==> config.mk <==
export PLATFORM = sky130hd
export DESIGN_NAME = draw_rect_ctl_flat
export DESIGN_NICKNAME = d
export VERILOG_FILES = /design/src/rtl/draw_rect_ctl_pkg.sv /design/src/rtl/draw_rect_ctl_if.sv /design/src/rtl/draw_rect_ctl_edge_detect.sv /design/src/rtl/draw_rect_ctl.sv /design/src/flat_wrapper.sv
export SDC_FILE = /design/constraint.sdc
export NUM_CORES = 1
export LEC_CHECK = 0
export CAP_MARGIN = 30
export CORE_ASPECT_RATIO = 0.8
export CORE_MARGIN = 4
export CORE_UTILIZATION = 60
export CTS_CLUSTER_SIZE = 25
export DETAILED_ROUTE_END_ITERATION = 7
export GPL_ROUTABILITY_DRIVEN = 0
export PLACE_DENSITY_LB_ADDON = 0.25
export SYNTH_ARGS = -nofsm -noshare
export SYNTH_HDL_FRONTEND = slang
export SYNTH_SLANG_ARGS = --single-unit
==> constraint.sdc <==
create_clock -name pclk -period 4.84 [get_ports pclk]
set_input_delay 0.726 -clock pclk [delete_from_list [all_inputs] [get_ports pclk]]
set_output_delay 0.726 -clock pclk [all_outputs]
set_load 0.05 [all_outputs]
==> src/rtl/draw_rect_ctl_pkg.sv <==
// Shared screen/sprite constants and the control FSM state encoding
// for the rectangle sprite overlay.
package draw_rect_ctl_pkg;

    localparam int POS_W         = 12;
    localparam int VEL_W         = 8;

    localparam int SCREEN_WIDTH  = 800;
    localparam int SCREEN_HEIGHT = 600;
    localparam int RECT_WIDTH    = 48;
    localparam int RECT_HEIGHT   = 64;

    localparam int GRAVITY_DEF        = 1;
    localparam int BOUNCE_SHIFT_DEF   = 2;
    localparam int MIN_BOUNCE_VEL_DEF = 4;
    localparam int VEL_MAX_DEF        = 255;

    typedef enum logic [1:0] {
        IDLE = 2'd0,
        FALL = 2'd1,
        RISE = 2'd2,
        REST = 2'd3
    } state_e;

endpackage

==> src/rtl/draw_rect_ctl_if.sv <==
// Mouse/vblank inputs and sprite position outputs of the sprite control stage.
interface draw_rect_ctl_if;
    import draw_rect_ctl_pkg::*;

    logic             vblnk_in;
    logic [POS_W-1:0] mouse_xpos;
    logic [POS_W-1:0] mouse_ypos;
    logic             mouse_left;
    logic [POS_W-1:0] xpos;
    logic [POS_W-1:0] ypos;
    logic             moving;

    modport master (
        output vblnk_in, mouse_xpos, mouse_ypos, mouse_left,
        input  xpos, ypos, moving
    );

    modport slave (
        input  vblnk_in, mouse_xpos, mouse_ypos, mouse_left,
        output xpos, ypos, moving
    );

endinterface

==> src/rtl/draw_rect_ctl_edge_detect.sv <==
// One-cycle pulse on each rising edge of a pclk-domain level.
module edge_detect (
    input  logic pclk,
    input  logic rst_n,
    input  logic din,
    output logic pulse
);

    logic din_q;

    always_ff @(posedge pclk or negedge rst_n) begin
        if (!rst_n) din_q <= 1'b0;
        else        din_q <= din;
    end

    assign pulse = din & ~din_q;

endmodule

==> src/rtl/draw_rect_ctl.sv <==
// Sprite position control: tracks the mouse while idle, and on a click drops the
// sprite under gravity with damped floor bounces; positions change only on frame ticks.
module draw_rect_ctl
    import draw_rect_ctl_pkg::*;
#(
    parameter int GRAVITY        = GRAVITY_DEF,
    parameter int BOUNCE_SHIFT   = BOUNCE_SHIFT_DEF,
    parameter int MIN_BOUNCE_VEL = MIN_BOUNCE_VEL_DEF,
    parameter int VEL_MAX        = VEL_MAX_DEF
) (
    input  logic           pclk,
    input  logic           rst_n,
    draw_rect_ctl_if.slave bus
);

    localparam logic        [POS_W-1:0] XMAX_U  = POS_W'(SCREEN_WIDTH - RECT_WIDTH);
    localparam logic        [POS_W-1:0] FLOOR_U = POS_W'(SCREEN_HEIGHT - RECT_HEIGHT);
    localparam logic signed [POS_W:0]   FLOOR_S = (POS_W+1)'(SCREEN_HEIGHT - RECT_HEIGHT);
    localparam logic        [VEL_W-1:0] GRAV_V  = VEL_W'(GRAVITY);
    localparam logic        [VEL_W-1:0] MINB_V  = VEL_W'(MIN_BOUNCE_VEL);
    localparam logic        [VEL_W-1:0] VMAX_V  = VEL_W'(VEL_MAX);

    state_e           state_q;
    logic [POS_W-1:0] xpos_q;
    logic [POS_W-1:0] ypos_q;
    logic [VEL_W-1:0] vel_q;
    logic             moving_q;

    logic tick;
    logic click;

    edge_detect u_tick_ed (
        .pclk  (pclk),
        .rst_n (rst_n),
        .din   (bus.vblnk_in),
        .pulse (tick)
    );

    edge_detect u_click_ed (
        .pclk  (pclk),
        .rst_n (rst_n),
        .din   (bus.mouse_left),
        .pulse (click)
    );

    function automatic logic [POS_W-1:0] min_u(input logic [POS_W-1:0] v,
                                               input logic [POS_W-1:0] lim);
        return (v > lim) ? lim : v;
    endfunction

    // Clamp a signed 13-bit vertical result into [0, FLOOR].
    function automatic logic [POS_W-1:0] clamp_y(input logic signed [POS_W:0] v);
        if (v < $signed((POS_W+1)'(0))) return '0;
        else if (v > FLOOR_S)          return FLOOR_U;
        else                           return v[POS_W-1:0];
    endfunction

    function automatic logic [VEL_W-1:0] vel_inc_sat(input logic [VEL_W-1:0] v);
        logic [VEL_W:0] s;
        s = {1'b0, v} + {1'b0, GRAV_V};
        return (s > {1'b0, VMAX_V}) ? VMAX_V : s[VEL_W-1:0];
    endfunction

    // Vertical arithmetic is widened by one bit so neither direction can wrap.
    logic signed [POS_W:0]   fall_sum;
    logic signed [POS_W:0]   rise_diff;
    logic        [VEL_W-1:0] vel_b;

    assign fall_sum  = $signed({1'b0, ypos_q}) + $signed({{(POS_W+1-VEL_W){1'b0}}, vel_q});
    assign rise_diff = $signed({1'b0, ypos_q}) - $signed({{(POS_W+1-VEL_W){1'b0}}, vel_q});
    assign vel_b     = vel_q - (vel_q >> BOUNCE_SHIFT);

    always_ff @(posedge pclk or negedge rst_n) begin
        if (!rst_n) begin
            state_q  <= IDLE;
            xpos_q   <= '0;
            ypos_q   <= '0;
            vel_q    <= '0;
            moving_q <= 1'b0;
        end else begin
            case (state_q)
                IDLE: begin
                    if (tick) begin
                        xpos_q <= min_u(bus.mouse_xpos, XMAX_U);
                        ypos_q <= min_u(bus.mouse_ypos, FLOOR_U);
                    end
                    if (click) begin
                        vel_q    <= '0;
                        state_q  <= FALL;
                        moving_q <= 1'b1;
                    end
                end
                FALL: begin
                    if (tick) begin
                        if (fall_sum >= FLOOR_S) begin
                            ypos_q <= FLOOR_U;
                            if (vel_b < MINB_V) begin
                                vel_q    <= '0;
                                state_q  <= REST;
                                moving_q <= 1'b0;
                            end else begin
                                vel_q   <= vel_b;
                                state_q <= RISE;
                            end
                        end else begin
                            ypos_q <= fall_sum[POS_W-1:0];
                            vel_q  <= vel_inc_sat(vel_q);
                        end
                    end
                end
                RISE: begin
                    if (tick) begin
                        if (vel_q <= GRAV_V) begin
                            vel_q   <= '0;
                            state_q <= FALL;
                        end else begin
                            ypos_q <= clamp_y(rise_diff);
                            vel_q  <= vel_q - GRAV_V;
                        end
                    end
                end
                REST: begin
                    if (click) begin
                        state_q  <= IDLE;
                        moving_q <= 1'b0;
                    end
                end
                default: begin
                    state_q  <= IDLE;
                    moving_q <= 1'b0;
                end
            endcase
        end
    end

    assign bus.xpos   = xpos_q;
    assign bus.ypos   = ypos_q;
    assign bus.moving = moving_q;

endmodule

==> src/flat_wrapper.sv <==
// flat-port wrapper written by rule: the top's interface ports become plain ports
module draw_rect_ctl_flat import draw_rect_ctl_pkg::*;
#(
    parameter int GRAVITY        = GRAVITY_DEF,
    parameter int BOUNCE_SHIFT   = BOUNCE_SHIFT_DEF,
    parameter int MIN_BOUNCE_VEL = MIN_BOUNCE_VEL_DEF,
    parameter int VEL_MAX        = VEL_MAX_DEF
)
  (pclk, rst_n, bus_vblnk_in, bus_mouse_xpos, bus_mouse_ypos, bus_mouse_left, bus_xpos, bus_ypos, bus_moving);
  draw_rect_ctl_if bus_i ();
  input  logic pclk;
  input  logic rst_n;
  input wire logic [$bits(bus_i.vblnk_in)-1:0] bus_vblnk_in;
  input wire logic [$bits(bus_i.mouse_xpos)-1:0] bus_mouse_xpos;
  input wire logic [$bits(bus_i.mouse_ypos)-1:0] bus_mouse_ypos;
  input wire logic [$bits(bus_i.mouse_left)-1:0] bus_mouse_left;
  output wire logic [$bits(bus_i.xpos)-1:0] bus_xpos;
  output wire logic [$bits(bus_i.ypos)-1:0] bus_ypos;
  output wire logic [$bits(bus_i.moving)-1:0] bus_moving;
  assign bus_i.vblnk_in = bus_vblnk_in;
  assign bus_i.mouse_xpos = bus_mouse_xpos;
  assign bus_i.mouse_ypos = bus_mouse_ypos;
  assign bus_i.mouse_left = bus_mouse_left;
  assign bus_xpos = bus_i.xpos;
  assign bus_ypos = bus_i.ypos;
  assign bus_moving = bus_i.moving;
  draw_rect_ctl #(.GRAVITY(GRAVITY), .BOUNCE_SHIFT(BOUNCE_SHIFT), .MIN_BOUNCE_VEL(MIN_BOUNCE_VEL), .VEL_MAX(VEL_MAX)) u_core (.pclk(pclk), .rst_n(rst_n), .bus(bus_i));
endmodule
==> metrics.md <==
| Metric | Value |
|---|---|
| Clock skew | 4.986 ps |
| Fin crit share | 83.32% |
| WP data required | 5020 ps |
| Detailed Route WL | 10.94 mm |
| Hold_buf cts | 0 |
| Yosys warnings | 0 |
| Nets@finish | 548 |
| Latest clock arrival within the worst-skew pair | 300 ps |
| Total grt overflow | 0 |
| Bufs on Longest Clock Path | 2 |
| Number of flops mapped to enable cells by yosys | 0 |
| Worst EP arrival | 4220 ps |
| Tot GR Track Use | 30.32% |
| Syn_nets | 507 |
| Slowest cell on crit path | ha_1 |
| Vias | 3758 |
| Final count of negative-setup-slack endpoints | 0 |
| Worst path buffer plus inverter count | 2 |
| Chip height | 77.88 µm |
| DRT Pass-1 Iters | 5 |
| #FFs+latches synth | 37 |
| Fill cell count | 456 |
| Initial core utilization | 61.95% |
| Setup crit start kind | flip-flop |
| Routed vias/inst | 6.605 |
| Clk slew on worst S/H paths | 80 ps |
| Ant. Diodes | 0 |
| Status | completed |
| Wire length per cell | 19.23 µm |
| Site row count | 25 |
| Clk root buf | clkbuf_8 |
| Synth area leader | dfrtp_1 |
| Finished Core Util | 73.25% |
| Die area | 7426 µm² |
| Tightest Pin Transition | 892.0 ps |
| FFs w/ async S/R, synth | 100.0% |
| Post-synthesis area per instance | 8.211 µm² |
| CP Class | reg -> reg |
| Area of the multi-input gates | 2511 µm² |
| Area contributors post-synth | dfrtp_1 25%, ha_1 10%, a21oi_1 5.1%, xnor2_1 5.0%, inv_1 3.5% |
| PostCTS Resize Cnt | 0 |
| Setup tns final | 0 ps |
| Endpoint class of the critical path | flip-flop |
| Rel. slew slack | 40.08% |
| Die span in x | 95.35 µm |
| Hold Crit Class | reg -> reg |
| Vias in the first global route | 3560 |
| Most frequent cells after synthesis | 37 x a21oi_1, 37 x dfrtp_1, 34 x inv_1, 30 x ha_1, 30 x nand2_1 |
| Initial DRC Count | 467 |
| Top cell family by delay on the critical path | compound AO/OA/AOI/OAI gates |
| Share of layout cells above drive strength 1 | 5.328% |
| Post-DP Area | 4193 µm² |
| # port buffers | 52 |
| CTS Sinks | 37 |
| Largest net degree at the start of global routing | 38 |
| Core area | 5912 µm² |
| Cell mode on critical path | inv_1 |
| P&R area growth vs syn | 18.24% |
| Yosys top cell area share | 25.28% |
| Initial antenna violation count | 0 |
| Top Ports | 53 |
| Crit-path cells | inv_1, ha_1, inv_1, a221oi_2, a211oi_1, a311oi_1, a2bb2oi_2, a21o_2, a21oi_1, a211oi_2, mux2_1 |
| Reg area | 925.9 µm² |
| Detail Placement HPWL | 8.192 mm |
| Minimum clock period after layout | 4033 ps |
| Antenna viol nets, final | 0 |
| Final Hold Fails | 0 |
| DRC | 0 |
| Maxcap violations | 0 |
| Final Cell Area | 4330 µm² |
| Fmax | 248.0 MHz |
| CTS tree | built |
| # Post-CTS Setup Buffers | 0 |
| Mapped Area | 3662 µm² |
| RSZ-0062 raised after global routing | no |
| Seq/Total Area, Yosys | 25.28% |
| First-pass GRT wire length | 17.59 mm |
| Pins Over Slew Limit | 0 |
| Post-Syn Instances | 446 |
| Crit Path Max Fanout | 17 |
| H-tree levels | 2 |
| Synth unique cells | 73 |
| Fin Hold WS | 496.2 ps |
| Max incr delay on CP | 570 ps |
| TritonCTS Buffers | 5 |
| Synth Flop Type | dfrtp_1 |
## cells in the final DEF (no fill, tap or decap), drive strengths merged, types with 4 or more instances in the layout
cell type / count
clkdlybuf4s50: 51
a21oi: 39
dfrtp: 37
inv: 35
nand2: 30
ha: 30
nor2: 29
o21ai: 25
xnor2: 21
nand3: 20
nor3: 16
and2: 8
a211oi: 8
nor2b: 7
o31ai: 7
or3: 7
a22o: 7
o21bai: 6
nand2b: 6
a221oi: 6
o22a: 5
nor4: 5
clkbuf: 5
xor2: 4
o21a: 4
o211ai: 4
a31oi: 4
a21o: 4
## logic make-up (layout without fill, tap and decap cells)
kind of cell               count (synthesis)  in the layout  synth area share (%)
buffers and inverters                     54             96                 6.149
AOI/OAI and AO/OA                        155            155                 30.78
adders and majority gates                 33             33                 11.89
DFF                                       37             37                 25.28
and+or+nand+nor                          139            139                 19.06
muxes                                      3              3                0.8541
xor gates and xnor gates                  25             25                 5.979
## final timing paths
kind | from | endpoint | slack, ps | cells past startpoint
max | u_core.vel_q[4] | u_core.state_q[0] | 810 | 11
min | u_core.bus.xpos[10] | u_core.bus.xpos[10] | 500 | 1
max reg2reg | u_core.vel_q[4] | u_core.state_q[0] | 810 | 11
min reg2reg | u_core.bus.xpos[10] | u_core.bus.xpos[10] | 500 | 1
max in group asynchronous | rst_n | u_core.bus.ypos[4] | 3760 | 1
min in group asynchronous | rst_n | u_core.bus.ypos[9] | 530 | 1
## layout make-up
cell class / instances / area share [%]
multi-input cells: 355 / 57.99
flip-flops and latches: 37 / 21.38
clock buffers: 5 / 1.589
well taps: 81 / 2.340
repair buffers: 53 / 12.08
inverters: 35 / 3.034
clock inverters: 3 / 1.589
## flip-flops by register name, summed over array words and instances (netlist names)
signal                   flops
u_core.bus.xpos             12
u_core.bus.ypos             12
u_core.vel_q                 8
u_core.state_q               2
u_core.bus.moving            1
u_core.u_click_ed.din_q      1
u_core.u_tick_ed.din_q       1
## metrics by stage
stage | worst slack (ps) | std cells
2_1_floorplan | 1420 | 446
3_3_place_gp | 1273 | 561
3_5_place_dp | 1029 | 561
4_1_cts | 943.6 | 569
5_1_grt | 634.3 | 569
6_report | 807.4 | 569
## routing by layer
layer	share of wire [%]	GRT usage [%]	vias up	wire length (µm)
li1	-	-	1741	-
met1	43	43.18	1775	4734
met2	44	44.51	223	4765
met3	12	8.333	19	1286
met4	1.4	9.078	0	155
met5	0	0	-	0
Power is left out: the tool's default activity adds up to more than one toggle a clock period on the data nets, which glitch-free logic cannot reach.
